`src/rtl/db_arbiter.sv`:
```
// db_arbiter: two-channel data-break arbiter.
// Picks one of two device channels round-robin, presents its address, data
// and direction to the CPU as a data break, follows the CPU major state
// through DB0..DB2, captures read data, pulses done, then holds off for
// HOLDOFF cycles so the CPU is guaranteed to make progress between breaks.
module db_arbiter #(
  parameter int unsigned HOLDOFF = 2,
  // CPU major-state codes, kept in step with the shared CPU parameter set
  parameter logic [4:0]  ST_DB0  = 5'd20,
  parameter logic [4:0]  ST_DB2  = 5'd22
) (
  input  logic        clk,
  input  logic        reset,
  input  logic [4:0]  state,
  input  logic        req0,
  input  logic        req1,
  input  logic [0:14] addr0,
  input  logic [0:14] addr1,
  input  logic        wr0,
  input  logic        wr1,
  input  logic [0:11] wdata0,
  input  logic [0:11] wdata1,
  input  logic [0:11] mem2disk,
  output logic        data_break,
  output logic [0:14] dmaAddr,
  output logic [0:11] disk2mem,
  output logic        to_disk,
  output logic        gnt0,
  output logic        gnt1,
  output logic        done0,
  output logic        done1,
  output logic [0:11] rdata,
  output logic        busy
);

  // Counter is at least one bit wide so HOLDOFF = 0 still elaborates cleanly
  localparam int unsigned CW = (HOLDOFF < 2) ? 1 : $clog2(HOLDOFF + 1);
  localparam logic [CW-1:0] CNT_ZERO = {CW{1'b0}};
  localparam logic [CW-1:0] CNT_ONE  = CW'(1);
  localparam logic [CW-1:0] CNT_LOAD = CW'(HOLDOFF);

  typedef enum logic [2:0] {
    IDLE    = 3'd0,
    ARM     = 3'd1,
    BREAK   = 3'd2,
    CAPTURE = 3'd3,
    HOLD    = 3'd4
  } fsm_t;

  fsm_t          fsm_r;
  logic [CW-1:0] cnt_r;   // holdoff counter
  logic          last_r;  // channel served most recently (0 or 1)
  logic          pick1_s; // 1 when channel 1 wins the current arbitration

  // Round-robin winner: on contention the channel not served last wins
  always_comb begin
    pick1_s = 1'b0;
    if (req0 && req1) begin
      pick1_s = ~last_r;
    end else if (req1) begin
      pick1_s = 1'b1;
    end else begin
      pick1_s = 1'b0;
    end
  end

  // Break sequencer; all outputs except busy are registered here.
  // done/rdata are registered on the DB2 edge so that they are visible
  // during the CAPTURE cycle, i.e. the cycle right after DB2.
  always_ff @(posedge clk) begin
    if (reset) begin
      fsm_r      <= IDLE;
      cnt_r      <= CNT_ZERO;
      last_r     <= 1'b1;
      data_break <= 1'b0;
      dmaAddr    <= 15'o00000;
      disk2mem   <= 12'o0000;
      to_disk    <= 1'b0;
      gnt0       <= 1'b0;
      gnt1       <= 1'b0;
      done0      <= 1'b0;
      done1      <= 1'b0;
      rdata      <= 12'o0000;
    end else begin
      done0 <= 1'b0;
      done1 <= 1'b0;
      case (fsm_r)
        IDLE: begin
          if ((req0 || req1) && (cnt_r == CNT_ZERO)) begin
            fsm_r      <= ARM;
            data_break <= 1'b1;
            gnt0       <= ~pick1_s;
            gnt1       <= pick1_s;
            if (pick1_s) begin
              dmaAddr  <= addr1;
              disk2mem <= wdata1;
              to_disk  <= ~wr1;
            end else begin
              dmaAddr  <= addr0;
              disk2mem <= wdata0;
              to_disk  <= ~wr0;
            end
          end
        end
        ARM: begin
          // Waits for the CPU as long as it takes; no timeout by design
          if (state == ST_DB0) begin
            fsm_r      <= BREAK;
            data_break <= 1'b0;
          end
        end
        BREAK: begin
          if (state == ST_DB2) begin
            fsm_r  <= CAPTURE;
            done0  <= gnt0;
            done1  <= gnt1;
            last_r <= gnt1;
            if (to_disk) begin
              rdata <= mem2disk;
            end
          end
        end
        CAPTURE: begin
          gnt0  <= 1'b0;
          gnt1  <= 1'b0;
          cnt_r <= CNT_LOAD;
          if (HOLDOFF == 0) begin
            fsm_r <= IDLE;
          end else begin
            fsm_r <= HOLD;
          end
        end
        HOLD: begin
          // Exactly HOLDOFF cycles are spent here
          if (cnt_r <= CNT_ONE) begin
            cnt_r <= CNT_ZERO;
            fsm_r <= IDLE;
          end else begin
            cnt_r <= cnt_r - CNT_ONE;
          end
        end
        default: begin
          fsm_r      <= IDLE;
          cnt_r      <= CNT_ZERO;
          data_break <= 1'b0;
          gnt0       <= 1'b0;
          gnt1       <= 1'b0;
        end
      endcase
    end
  end

  assign busy = (fsm_r != IDLE);

endmodule

```
`config.mk`:
```
export PLATFORM = sky130hd
export DESIGN_NAME = db_arbiter
export DESIGN_NICKNAME = d
export VERILOG_FILES = /design/src/rtl/db_arbiter.sv
export SDC_FILE = /design/constraint.sdc
export NUM_CORES = 1
export LEC_CHECK = 0
export ABC_AREA = 1
export BUFFER_PORTS_ARGS = -buffer_cell sky130_fd_sc_hd__clkbuf_2
export CORE_AREA = 2 2 74 76
export CTS_CLUSTER_DIAMETER = 150
export DETAILED_ROUTE_END_ITERATION = 12
export DIE_AREA = 0 0 76 78
export MAX_ROUTING_LAYER = met4
export PLACE_DENSITY = 0.81
export SYNTH_ARGS = -nofsm -noshare
export SYNTH_HDL_FRONTEND = slang
export SYNTH_SLANG_ARGS = --single-unit
export TNS_END_PERCENT = 30
```
`constraint.sdc`:
```
create_clock -name clk -period 2.3 [get_ports clk]
set_clock_uncertainty 0.2 [all_clocks]
set_input_delay 0.115 -clock clk [delete_from_list [all_inputs] [get_ports clk]]
set_output_delay 0.115 -clock clk [all_outputs]
set_load 0.1 [all_outputs]
```
Yosys cells after proc, flatten, opt, wreduce, memory -nomap -nowiden. Cells that the tools add are included.

Flip-flop bits (word level): 51. Output and inout bits: 46.

Add/subtract/negate cells: 1. $lt $le $gt $ge: 1. Equal/unequal tests: 10. Muxes and demuxes: 19. Bitwise operators: 8. Reductions and logical operators: 16.

Operator list (count): 2-to-1 mux 15 bit (1); one-hot mux 3 bit (5 select lines) (1); 2-to-1 mux 12 bit (1); 2-to-1 mux 3 bit (4); OR reduction 3 bit (4); equality test 5 bit, second input constant (2); != test 2 bit, second input constant (4); inverter 1 bit (8); 2-to-1 mux 1 bit (7); equality test 3 x 2 -> 1 bit, second input constant (2); one-hot mux 2 bit (3 select lines) (1); AND reduction 2 bit (3); AND reduction 3 bit (2); one-hot mux 1 bit (2 select lines) (2); AND reduction 4 bit (1); equality test 3 x 1 -> 1 bit, second input constant (1); equality test 3 bit, second input constant (1); logical NOT 3 bit (1); one-hot mux 1 bit (3 select lines) (1); nonzero test 3 bit (1); <= comparator 2 x 1 -> 1 bit, second input constant (1); logical AND 1 bit (2); logical NOT 2 bit (1); 2-to-1 mux 2 bit (1); other kinds (2) (2).

Longest topological paths before layout. Gate-level depths: netlist of run 1.

Depth in word-level cells: 5. Depth in mapped cells: 8.

Worst setup path after synthesis of run 1. Ideal clock, no wire load.

Kind: register -> register. From: register to_disk. To: register rdata[0] in the netlist's numbering. Setup time: 0.120 ns. Arrival: 1.482 ns. Required time: 1.980 ns. Slack: 0.498 ns. Stages on the path, launching flop included: 5. Buffers on the path: 1. Clock period less this slack: 1.802 ns. Cells stage by stage: dfxtp_1 > nand2_2 > buf_6 > o21ai_1 > a21oi_1.

Cells in the longest elaborated chain, start to end: 1.

RTL lines: start: declaration (line 27) `output logic to_disk,`; start signal: assignment (line 97) `to_disk <= ~wr1;`; start signal: assignment (line 101) `to_disk <= ~wr0;`; AND reduction 3 bit (no source line); end signal: assignment (line 119) `rdata <= mem2disk;`; end: declaration (line 32) `output logic [0:11] rdata,`.

No other way between the ends. A chain may end at the register's enable or synchronous reset.

Worst setup path after layout of run 1.
From: register fsm_r[2]. To: register to_disk.

Cells in the longest elaborated chain, start to end: 2.

RTL lines: start: declaration (line 50) `fsm_t fsm_r;`; start signal: assignment (line 72) `fsm_r <= IDLE;`; start signal: assignment (line 90) `fsm_r <= ARM;`; start signal: assignment (line 108) `fsm_r <= BREAK;`; logical NOT 3 bit (line 87) `case (fsm_r)`; AND reduction 2 bit (no source line).

No other way between the ends.

==> impl_metrics.tcl, run 1 <==
set metrics [dict create \
    first_pass_iters 4 \
    routed_wl_um 7620 \
    r2r_slack_ns 0.14 \
    antenna_found_initial 0 \
    layout-drive-gt1-share_pct 27.5 \
    path_clk_slew_ns 0.10 \
    hp-start "reset" \
    hold_class "in -> reg" \
    grt_overflow 0 \
    r2r-end "to_disk" \
    whs_ns 0.0328 \
    drc 0 \
    critPathRequiredTime_ns 2.34 \
    slew_viol_final 0 \
    met1_length_um 3110 \
    yosysWarnings 0 \
    relSlewSlack_pct 62.7 \
    core_area_mm2 0.00504 \
    clock_latency_ns 0.30 \
    die_w_um 76 \
    switching_share_pct 53.3 \
    layout.nets 604 \
    antenna_cells 0 \
    syn_area_per_cell_um2 6.81 \
    htree_num_levels 2 \
    clockRootBuffer "clkbuf_8" \
    dieArea_mm2 0.00593 \
    setup_tns_ns 0 \
    fp.dieH_um 78 \
    p_switching_mw 2.23 \
    placed_area_mm2 0.00295 \
    fp-row-count 26 \
    seq_area_mm2 0.00102 \
    cts_made_buffers 5 \
    status "completed" \
    dr_wl_met3_um 477 \
    start_kind "flip-flop" \
    vias_per_cell 4.90 \
    wl_per_cell_um 12.7 \
    post-route-cell-area_mm2 0.00379 \
    dr.max_layer_used "met4" \
    yosysTopAreaCell "dfxtp_1" \
    total_power_mw 4.19 \
    critPathCaptureType "flip-flop" \
    grt_max_degree 31 \
    ys_ff_latch 51 \
    pin_count 123 \
    tightestPinTransition_ns 0.561 \
    netlist.area_leader.share_pct 43.3 \
    area_delta_synth_final_pct 60.6 \
    vdd_drop_max_v 0.000682 \
    fin_crit_ns 2.16 \
    final.period_utilization_pct 94.0 \
    grt_first_pass_wirelength_um 12600 \
    start_util_pct 46.7 \
    wl_met2_um 3710 \
    crit_fanout 30 \
    finalNonFillerCells 598 \
    synth_area_leaders "dfxtp_1 43%, nand2_1 20%, a21oi_1 10%, nand3_1 7.2%, inv_1 4.3%" \
    post-cts-setup-buffer-count 0 \
    synth-seq-area-share_pct 43.3 \
    cap_violations 0 \
    synthDistinctLibCells 24 \
    pre_cts_slack_ns 0.687 \
    via_count 2932 \
    combPwrFrac_pct 54.3 \
    cts_tree "yes" \
    min_to "disk2mem[6]" \
    multi_input_area_mm2 0.00109 \
    rsz0062_at_grt "no" \
    worstSetupPathType "reg -> reg" \
    final.fill_count 360 \
    grt_pass1_vias 2894 \
    syn-instance-count 346 \
    gp_congestion 0.808 \
    clock_sinks 51 \
    syn_nets 423 \
    fin_util_pct 75.1 \
    cp_data_arrival_time_ns 2.20 \
    netlist_area_mm2 0.00236 \
    hold_depth 2 \
    io_buffers 122 \
    worst_slack_ns 0.138 \
    r2r-start "fsm_r[2]" \
    drtAntennaViolNets 0 \
    p_seq_share_pct 28.1 \
    finalSetupViolCount 0 \
    dp_hpwl_um 4260 \
    dp.cells 521 \
    fmax_mhz 462 \
    intPower_mw 1.96 \
    globalRouteTotalUtil_pct 26.9 \
    clockPowerShare_pct 17.6 \
    drtIter0Drc 147 \
    p_leak_nw 1.89 \
    report.final.hold_viol_count 0 \
    power_density_mw_per_mm2 1110 \
    cts_buffer_depth 2 \
    r2r_cells 8 \
]
kinds of logic (layout without fill, tap and decap cells):
logic type,after synthesis,after routing,share of synthesized area [%]
DFF,51,51,43.3
and+or+nand+nor,178,178,31.8
buffers and inverters,51,233,10.6
AOI/OAI and AO/OA,66,66,14.3
cell type report:
type / count / area share (%)
well taps: 70 / 2.31
repair buffers: 196 / 35.5
inverters: 29 / 2.88
flip-flops and latches: 51 / 27.0
clock buffers: 5 / 1.82
multi-input cells: 244 / 28.8
clock inverters: 3 / 1.78
routing by layer:
layer	track usage, %	vias to the layer above
li1	-	1464
met5	-	-
met1	29.9	1294
met2	45.7	142
met4	14.5	0
met3	5.35	32
critical path: stages, from the launching register on:
cell           delay [ns]
dfxtp_1              0.36
inv_2                0.09
nand2_2              0.08
nor2_4               0.12
nand2_4              0.06
inv_2                0.35
o21ai_1              0.12
dlygate4sd3_1        0.58
a21oi_1              0.13
state kept, by name, summed over array words and instances (netlist names):
| name | count |
|---|---|
| done0 | 1 |
| dmaAddr | 15 |
| gnt1 | 1 |
| data_break | 1 |
| rdata | 12 |
| done1 | 1 |
| fsm_r | 3 |
| cnt_r | 2 |
| to_disk | 1 |
| gnt0 | 1 |
| last_r | 1 |
| disk2mem | 12 |
power groups by stage:
stage / logic [mW] / clock network (mW) / registers (mW)
final: 2.28 / 0.737 / 1.18
after global routing: 2.40 / 0.780 / 1.20
after global placement: 2.12 / 0 / 1.19
after floorplan: 0.677 / 0 / 2.35
after detailed placement: 2.14 / 0 / 1.19
after CTS: 2.26 / 0.744 / 1.17
worst max path at each step:
stage,startpoint,to,cells past startpoint
finish,fsm_r[2],to_disk,8
global route,fsm_r[2],to_disk,8
CTS,fsm_r[2],to_disk,8
detailed placement,fsm_r[0],rdata[11],6
global placement,fsm_r[0],rdata[10],6
floorplan,to_disk,rdata[0],4
cells in the final DEF (no fill, tap or decap), drive strengths merged, types with 2 or more instances in the layout:
cell type,count
clkbuf,127
nor2,11
a31oi,2
inv,29
dfxtp,51
nand3,34
bufinv,2
o21ai,14
nand2,130
a21oi,48
buf,5
dlygate4sd3,69
synthesized netlist by cell type (all sizes together):
master and number:
buf 16, o21a 1, a21oi 48, dfxtp 51, o21ai 14, and3 1
o211ai 1, nor2 11, nor3 1, nand3 34, nand4 1, nand2 130
inv 29, a31oi 2, clkbuf 6
timing repair:
action / CTS / global route
endpoints found under the hold margin: 41 / 0
hold buffers: 69 / 0
gates resized for setup: 0 / 2
setup endpoints to repair: 0 / 10
No activity file was read; power rests on OpenSTA's default activity.
==> run 2: changes to the inputs <==
==> config.mk (replaced) <==
export PLATFORM = sky130hd
export DESIGN_NAME = db_arbiter
export DESIGN_NICKNAME = d
export VERILOG_FILES = /design/src/rtl/db_arbiter.sv
export SDC_FILE = /design/constraint.sdc
export NUM_CORES = 1
export LEC_CHECK = 0
export BUFFER_PORTS_ARGS = -buffer_cell sky130_fd_sc_hd__clkbuf_2
export CORE_AREA = 2 2 73 75
export CTS_CLUSTER_DIAMETER = 150
export DETAILED_ROUTE_END_ITERATION = 12
export DIE_AREA = 0 0 75 77
export MAX_ROUTING_LAYER = met4
export PLACE_DENSITY = 0.84
export SYNTH_ARGS = -nofsm -noshare
export SYNTH_HDL_FRONTEND = slang
export SYNTH_SLANG_ARGS = --single-unit
export TNS_END_PERCENT = 30
==> run 2 against run 1 <==
  * Design area is 1.4% higher
  * Register-to-register slack got worse by 0.04 ns
  * Synthesized cell count fell by 25%
  * Critical path depth is 2 lower
  * Maximum frequency shrank 1.8%
  * Critical endpoint is now dmaAddr[11]
==> impl_metrics.tcl, run 2 <==
set metrics [dict create \
    start_kind "flip-flop" \
    grt_first_pass_wirelength_um 13400 \
    fp-row-count 26 \
    gp_congestion 0.864 \
    cp_data_arrival_time_ns 2.24 \
    hold_class "in -> reg" \
    r2r-start "fsm_r[1]" \
    drc 0 \
    synth_compound_area_share_pct 21.9 \
    pre_cts_slack_ns 0.445 \
    slew_viol_final 0 \
    critPathRequiredTime_ns 2.34 \
    syn_nets 337 \
    cp_slowest_cell "dlygate4sd3_1" \
    critical_path_depth 6 \
    relSlewSlack_pct 62.2 \
    pin_count 123 \
    final.period_utilization_pct 95.7 \
    crit_end "dmaAddr[11]" \
    crit_chain "nor2_4 > o211a_4 > buf_4 > buf_4 > a311oi_2 > dlygate4sd3_1" \
    r2r_slack_ns 0.1 \
    first_pass_iters 5 \
    placed_area_mm2 0.00299 \
    htree_num_levels 2 \
    start_util_pct 48.0 \
    routed_wl_um 8590 \
    tightestPinTransition_ns 0.570 \
    grt_max_degree 44 \
    muxShareOfSynthArea_pct 5.03 \
    synth_top_family_by_area "simple AND/OR/NAND/NOR gates" \
    synth-seq-area-share_pct 42.7 \
    synth-xor-area-share_pct 0 \
    worstSetupPathType "reg -> reg" \
    yosys.area_share.simple_pct 24.2 \
    layout_common_cells "122 x clkbuf_2, 68 x dlygate4sd3_1, 60 x nand2_1" \
    status "completed" \
    via_count 2787 \
    die_w_um 75 \
    synth_area_leaders "dfxtp_1 43%, a311oi_2 13%, nand2_1 9.4%, nor2_1 6.4%, mux2i_1 5.0%" \
    startpoint "fsm_r[1]" \
    synthDistinctLibCells 42 \
    netlist.area_leader.share_pct 42.7 \
    path_clk_slew_ns 0.09 \
    syn_area_per_cell_um2 9.19 \
    core_area_mm2 0.00498 \
    netlist_area_mm2 0.00239 \
    clockRootBuffer "clkbuf_8" \
    layout.nets 525 \
    p_leak_nw 1.83 \
    clock_sinks 51 \
    r2r_cells 6 \
    largest_register_ffs 15 \
    yosysTopAreaCell "dfxtp_1" \
    layout-drive-gt1-share_pct 39.0 \
    area_delta_synth_final_pct 60.6 \
    cpMostUsedCell "buf_4" \
    critPathCaptureType "flip-flop" \
    fp.dieH_um 77 \
    grt_pass1_vias 2743 \
    total_power_mw 2.78 \
    top_register "dmaAddr" \
    fin_crit_ns 2.20 \
    fmax_mhz 454 \
    mostFrequentLayoutCell "clkbuf_2" \
    globalRouteTotalUtil_pct 30.8 \
    crit_buf_inv 3 \
    reg_top3 "dmaAddr: 15 flops, disk2mem: 12 flops, rdata: 12 flops" \
    wl_per_cell_um 16.6 \
    antenna_found_initial 0 \
    yosysWarnings 0 \
    report.final.hold_viol_count 0 \
    cts_tree "yes" \
    drtIter0Drc 233 \
    crit_fanout 11 \
    ys_top_cells_by_count "60 x nand2_1, 51 x dfxtp_1, 41 x nor2_1, 20 x a311oi_2, 12 x mux2i_1" \
    antenna_cells 0 \
    synth_edf_count 0 \
    cts_made_buffers 5 \
    power_density_mw_per_mm2 723 \
    max_stage_delay_ns 0.60 \
    io_buffers 122 \
    drtAntennaViolNets 0 \
    syn-instance-count 260 \
    cap_violations 0 \
    ys_ff_latch 51 \
    async_flop_share_pct 0 \
    worst_slack_ns 0.0985 \
    dieArea_mm2 0.00578 \
    cts_buffer_depth 2 \
    dp_hpwl_um 4160 \
    synthFlopType "dfxtp_1" \
    synthAdderAreaFrac_pct 0 \
    vias_per_cell 5.37 \
    crit_family "buffers and inverters" \
    yosysMostFrequentCell "nand2_1" \
    finalSetupViolCount 0 \
    r2r-end "dmaAddr[11]" \
    clock_latency_ns 0.30 \
    post-route-cell-area_mm2 0.00384 \
    vdd_drop_max_v 0.000574 \
    grt_overflow 0 \
]
## run 2: changes by cell type in the layout (fill, tap and decap cells not counted), sizes merged, moves of 12 or more
cell	previous run	this run
inv	29	1
a21oi	48	6
nand2	130	60
a311oi	0	27
nor2	11	42
mux2i	0	12
nand3	34	4
## run 2: per-layer routing
layer / global-route usage [%] / vias up / part of all wire, %
li1: - / 1289 / -
met1: 38.0 / 1306 / 39
met2: 50.0 / 166 / 50
met3: 6.18 / 26 / 7.8
met4: 9.64 / 0 / 2.5
met5: - / - / 0
## run 2: stage by stage
step	setup TNS (ns)	util (%)	hold slack, ns	instances
after floorplan	0	-	0.0589	260
after global placement	0	60.0	0.148	435
after detailed placement	0	60.0	0.156	435
after CTS	0	75.8	0.00342	511
after global routing	-0.00207	77.1	0.0405	519
final	0	77.1	0.0168	519
## run 2: cell type report
cell class              instances  area, µm²
repair buffers                202       1390
flip-flops and latches         51       1020
well taps                      70       87.6
clock buffers                   7       96.3
multi-input cells             187       1230
inverters                       1       3.75
clock inverters                 1       7.51
fillers                       303       1140
## run 2: power breakdown
| part | switching, mW | total, mW | internal [mW] |
|---|---|---|---|
| Combinational | 0.852 | 1.19 | 0.334 |
| Clock | 0.295 | 0.569 | 0.274 |
| Sequential | 0.0599 | 1.02 | 0.960 |
| Total | 1.21 | 2.78 | 1.57 |
## run 2: how the worst min path moves through the flow
| stage | cells after the start | start | slack [ns] | endpoint |
|---|---|---|---|---|
| floorplan | 2 | mem2disk[0] | 0.06 | rdata[0] |
| global placement | 3 | mem2disk[4] | 0.15 | rdata[4] |
| detailed placement | 3 | mem2disk[7] | 0.16 | rdata[7] |
| CTS | 2 | reset | 0.003 | to_disk |
| global route | 2 | reset | 0.04 | cnt_r[0] |
| finish | 2 | reset | 0.02 | data_break |
## run 2: logic make-up after synthesis
| group | count (synthesis) |
|---|---|
| and+or+nand+nor | 128 |
| DFF | 51 |
| AOI/OAI and AO/OA | 47 |
| buffers and inverters | 22 |
| muxes | 12 |
## run 2: what timing repair did
item,CTS,global route
setup endpoints to repair,0,7
resized for setup,0,2
hold endpoints to repair,40,0
setup buffers,0,8
hold buffers,68,0
